[src/rtl/cmp_stat_monitor.sv]
// Statistics monitor for registered comparator results: per-outcome counts, run tracking, alert and sticky err.
// Optional irq output (alert rising-edge pulse) is enabled by defining CMP_STAT_MONITOR_IRQ_EN.
module cmp_stat_monitor #(
  parameter int CNT_W     = 8,
  parameter int STREAK_TH = 4
) (
  input  logic             clk,
  input  logic             rst,
  input  logic             in_valid,
  input  logic             gt,
  input  logic             ls,
  input  logic             eq,
  input  logic             clr,
  output logic [CNT_W-1:0] gt_cnt,
  output logic [CNT_W-1:0] ls_cnt,
  output logic [CNT_W-1:0] eq_cnt,
  output logic [CNT_W-1:0] cur_streak,
  output logic [CNT_W-1:0] max_streak,
  output logic [1:0]       streak_kind,
  output logic             alert,
  output logic             err
`ifdef CMP_STAT_MONITOR_IRQ_EN
  ,
  output logic             irq
`endif
);

  typedef enum logic [1:0] {IDLE, RUN, ALERT} state_t;

  localparam logic [CNT_W-1:0] CNT_MAX = '1;
  localparam logic [CNT_W-1:0] TH      = CNT_W'(STREAK_TH);
  localparam logic [CNT_W-1:0] ONE     = CNT_W'(1);

  state_t           state, state_nxt;
  logic [1:0]       kind_nxt;
  logic [CNT_W-1:0] streak_nxt;
  logic [CNT_W-1:0] max_nxt;
  logic [1:0]       sample_kind;
  logic             one_hot;
  logic             sample_ok;
  logic             malformed;

  function automatic logic [CNT_W-1:0] sat_inc(input logic [CNT_W-1:0] v);
    return (v == CNT_MAX) ? v : v + ONE;
  endfunction

  // in_valid qualifies gt/ls/eq; there is no back-pressure, every valid sample is consumed in the cycle it is presented.
  assign one_hot     = (gt ^ ls ^ eq) & ~(gt & ls & eq);
  assign sample_ok   = in_valid & one_hot;
  assign malformed   = in_valid & ~one_hot;
  assign sample_kind = gt ? 2'b01 : (ls ? 2'b10 : 2'b11);

  always_comb begin
    state_nxt  = state;
    kind_nxt   = streak_kind;
    streak_nxt = cur_streak;
    max_nxt    = max_streak;
    if (sample_ok) begin
      if (state == IDLE || streak_kind != sample_kind) begin
        kind_nxt   = sample_kind;
        streak_nxt = ONE;
      end else begin
        streak_nxt = sat_inc(cur_streak);
      end
      state_nxt = (streak_nxt >= TH) ? ALERT : RUN;
      max_nxt   = (streak_nxt > max_streak) ? streak_nxt : max_streak;
    end
  end

  always_ff @(posedge clk or negedge rst) begin
    if (!rst) begin
      state       <= IDLE;
      streak_kind <= 2'b00;
      cur_streak  <= '0;
      max_streak  <= '0;
    end else if (clr) begin
      state       <= IDLE;
      streak_kind <= 2'b00;
      cur_streak  <= '0;
      max_streak  <= '0;
    end else begin
      state       <= state_nxt;
      streak_kind <= kind_nxt;
      cur_streak  <= streak_nxt;
      max_streak  <= max_nxt;
    end
  end

  always_ff @(posedge clk or negedge rst) begin
    if (!rst) begin
      gt_cnt <= '0;
      ls_cnt <= '0;
      eq_cnt <= '0;
      err    <= 1'b0;
    end else if (clr) begin
      gt_cnt <= '0;
      ls_cnt <= '0;
      eq_cnt <= '0;
      err    <= 1'b0;
    end else begin
      if (malformed) err <= 1'b1;
      if (sample_ok && gt) gt_cnt <= sat_inc(gt_cnt);
      if (sample_ok && ls) ls_cnt <= sat_inc(ls_cnt);
      if (sample_ok && eq) eq_cnt <= sat_inc(eq_cnt);
    end
  end

  assign alert = (state == ALERT);

`ifdef CMP_STAT_MONITOR_IRQ_EN
  // Pulse only on the transition into ALERT, never while it persists.
  always_ff @(posedge clk or negedge rst) begin
    if (!rst)     irq <= 1'b0;
    else if (clr) irq <= 1'b0;
    else          irq <= sample_ok && (state != ALERT) && (state_nxt == ALERT);
  end
`endif

endmodule

[config.mk]
export PLATFORM = sky130hd
export DESIGN_NAME = cmp_stat_monitor
export DESIGN_NICKNAME = d
export VERILOG_FILES = /design/src/rtl/cmp_stat_monitor.sv
export SDC_FILE = /design/constraint.sdc
export NUM_CORES = 1
export LEC_CHECK = 0
export BUFFER_PORTS_ARGS = -buffer_cell sky130_fd_sc_hd__buf_2
export CAP_MARGIN = 20
export CORE_MARGIN = 2
export CORE_UTILIZATION = 45
export CTS_CLUSTER_DIAMETER = 150
export DETAILED_ROUTE_END_ITERATION = 8
export PLACE_DENSITY = 0.67
export SLEW_MARGIN = 20
export SYNTH_ARGS = -nofsm -noshare
export SYNTH_HDL_FRONTEND = slang
export SYNTH_SLANG_ARGS = --single-unit
[constraint.sdc]
create_clock -name clk -period 3.3 [get_ports clk]
set_input_delay 0.66 -clock clk [delete_from_list [all_inputs] [get_ports clk]]
set_output_delay 0.66 -clock clk [all_outputs]
set_load 0.1 [all_outputs]
==> metrics <==
worst min-delay path class in -> async; Max rail drop VDD between 200 and 300 µV; Clock Latency Late Sink roughly 300 ps; share of total power in the clock network approximately a third; Avg WL per Cell 14.35 µm; Internal around 0.00074 W; Post-CTS Setup Inserts 0; Final setup viols 0; hold slack roughly 350 ps; Chip Width ~80 µm; die area 0.006343 mm²; Critical Path Max Stage Delay ~530 ps; critical-path maximum fanout 10; Util after Layout between 50% and 60%; CP Capture Type flip-flop; Startpoint Class primary input; share of post-route cells with drive strength above 1 between 20% and 30%; fin. max-slew vios 0; Slew headroom 45.11%; CP top delay family compound AO/OA/AOI/OAI gates; Post-Layout Cell Count roughly 410; Die Y around 80 µm; IO Count between 50 and 60; DP Worst Slack -69.99 ps; number of distinct library cells after synthesis 44; GRT Resource Usage Total 19.59%; synthesized flop and latch total between 40 and 50; Starting Density between 40% and 50%; Setup CP Type in -> reg; Post-DRT Antenna Nets 0; Post-DP HPWL about 4300 µm; minimum clock period between 3000 and 4000 ps; Routed WL around 6000 µm; initial antenna violation count 0; DR DRC count 0; register share of total power between 50% and 60%; # diodes 0; sequential share of the synthesized area 43.73%; switch share 30.74%; NumNets Final 360; Final GP Congestion between 0.9 and 1; Buf/Inv on CP 3; cts bufs inserted 5; RSZ-0062 raised after global routing false; Synth Instances between 200 and 300; largest net degree at the start of global routing 48; f_max about 330 MHz; 1st-pass router iterations 4; CP required 3510 ps; Layout area overhead 19.73%; H-tree levels 2; slowest CP cell or4b_1; Mean Syn Cell Area a little over 9 µm²; core box area about 0.0055 mm²; grt total ovfl 0; first-pass GRT wire length just under 10000 µm; syn_nets 299; reg2reg setup slack around 300 ps; clk root buf clkbuf_8; Final Hold Viols 0; YS warnings 0; Worst Max-Slew Pin Slew about 820 ps; combinational power share ~15%; Max Clock Skew 9.775 ps; number of flops mapped to enable cells by yosys 0; top_reg_cell synth dfrtp_1; final setup margin just under 300 ps; Switching Power 0.0003302 W; status finished, final reports clean; max cap viols 0; P per Cell Area 348.4 mW/mm²; CP Cell Sequence buf_2 -> inv_1 -> ha_1 -> xor2_1 -> o211ai_1 -> buf_4 -> nor2_1 -> ha_1 -> nor2b_1 -> a41o_1 -> o31ai_1 -> a41o_1 -> a41oi_4 -> or4b_1 -> o31ai_1; Clock Sinks 45; placed insts between 400 and 500; Vias approximately 2300; PortBufs 50; WP data arrival about 3200 ps; Post-Syn Area between 0.002 and 0.003 mm²; setup TNS 0 ps; clk slew on worst S/H paths 80 ps; crit share post-route roughly 91%; Max clock buf depth 2; DR iter-0 viols 120; CTS tree yes; Via density between 5 and 6; Row Count 27; Leakage Power ~1.5 nW; ys async rst share 100.0%; vias in the first global route ~2100
[sequential cells by signal (all words and copies together), names as in the netlist]
name and count:
ls_cnt 8, max_streak 8, streak_kind 2, cur_streak 8
state 2, gt_cnt 8, eq_cnt 8, err 1
[cell usage in the layout, fill, tap and decap left out, drive strengths merged, types with 2 or more instances in the layout]
cell type	instances
ha	12
and3	6
nand2	35
clkinvlp	3
a21oi	22
a31oi	3
dfrtp	45
nor2	34
a211oi	4
o21ai	14
or4b	3
o31ai	7
nand2b	2
and4	2
clkbuf	5
nand3	6
xnor2	4
mux2i	5
o21a	3
or3	10
a41o	3
nand4	9
nor2b	3
xor2	15
buf	64
o211a	2
inv	9
[cells by family after synthesis]
group                      after synthesis  share of synthesized area, %
buffers and inverters                   19                         3.158
AOI/OAI and AO/OA                       63                         16.23
and+or+nand+nor                        117                         22.64
muxes                                    5                         1.944
DFF                                     45                         43.73
xor gates and xnor gates                19                         6.463
adders and majority gates               12                         5.831
[through the flow]
step	cell area (µm²)	total power, W
finish	3083	0.001074
global route	3083	0.001123
CTS	3069	0.001092
detailed placement	2978	0.0007414
global placement	2978	0.0007400
floorplan	2580	0.0006961
[metal layers]
metal | share of wire, % | global-route usage (%)
met1 | 46 | 25.36
met2 | 48 | 32.52
met5 | 0 | 0
met3 | 4.8 | 3.959
met4 | 1.4 | 6.897
[path summary, 6_finish.rpt]
| check | cells past startpoint | to | start |
|---|---|---|---|
| worst max-delay path | 15 | max_streak[3]$_DFFE_PN0P_ | gt |
| worst min-delay path | 1 | max_streak[6]$_DFFE_PN0P_ | rst |
| worst max register to register | 13 | max_streak[6]$_DFFE_PN0P_ | cur_streak[0]$_DFFE_PN0P_ |
| worst min register to register | 2 | err$_DFFE_PN0P_ | err$_DFFE_PN0P_ |
| max in group asynchronous | 1 | cur_streak[2]$_DFFE_PN0P_ | rst |
| min in group clk | 2 | err$_DFFE_PN0P_ | err$_DFFE_PN0P_ |
[cell type report]
cell class,count,area (µm²)
Sequential cell,45,1131
Fill cell,516,2424
Tap cell,72,90.09
Multi-Input combinational cell,216,1379
Timing Repair Buffer,64,357.8
Inverter,9,33.78
Clock inverter,3,22.52
Clock buffer,5,68.82
[power groups by stage]
stage / sequential [W] / clock (W) / combinational [W]
6_report: 0.000571 / 0.000345 / 0.000158
5_1_grt: 0.000573 / 0.000379 / 0.000170
4_1_cts: 0.000572 / 0.000362 / 0.000159
3_5_place_dp: 0.000582 / 0 / 0.000159
3_3_place_gp: 0.000582 / 0 / 0.000158
2_1_floorplan: 0.000635 / 0 / 0.0000606
[timing repair]
action,CTS,global route
resized for setup,0,1
hold buffers,0,0
endpoints found under the setup margin,0,2
[cell usage after synthesis, drive strengths merged (2+ instances only)]
master  number  area [µm²]
inv          9       33.78
nand4        9       56.30
or4b         3       30.03
xor2        15       131.4
buf          3       21.27
o211a        2       20.02
nor2        34       130.1
nor2b        3       18.77
a41o         3       41.29
a211oi       4       35.03
nand3        6       30.03
and3         6       42.54
or3         10       62.56
o31ai        7       52.55
a21oi       22       110.1
a31oi        3       18.77
clkbuf       7       26.28
xnor2        4       35.03
and4         2       17.52
nand2       35       131.4
dfrtp       45        1126
nand2b       2       12.51
o21a         3       22.52
mux2i        5       50.05
o21ai       14       70.07
ha          12       150.1
Note: power is estimated with default switching activity, not from simulation.
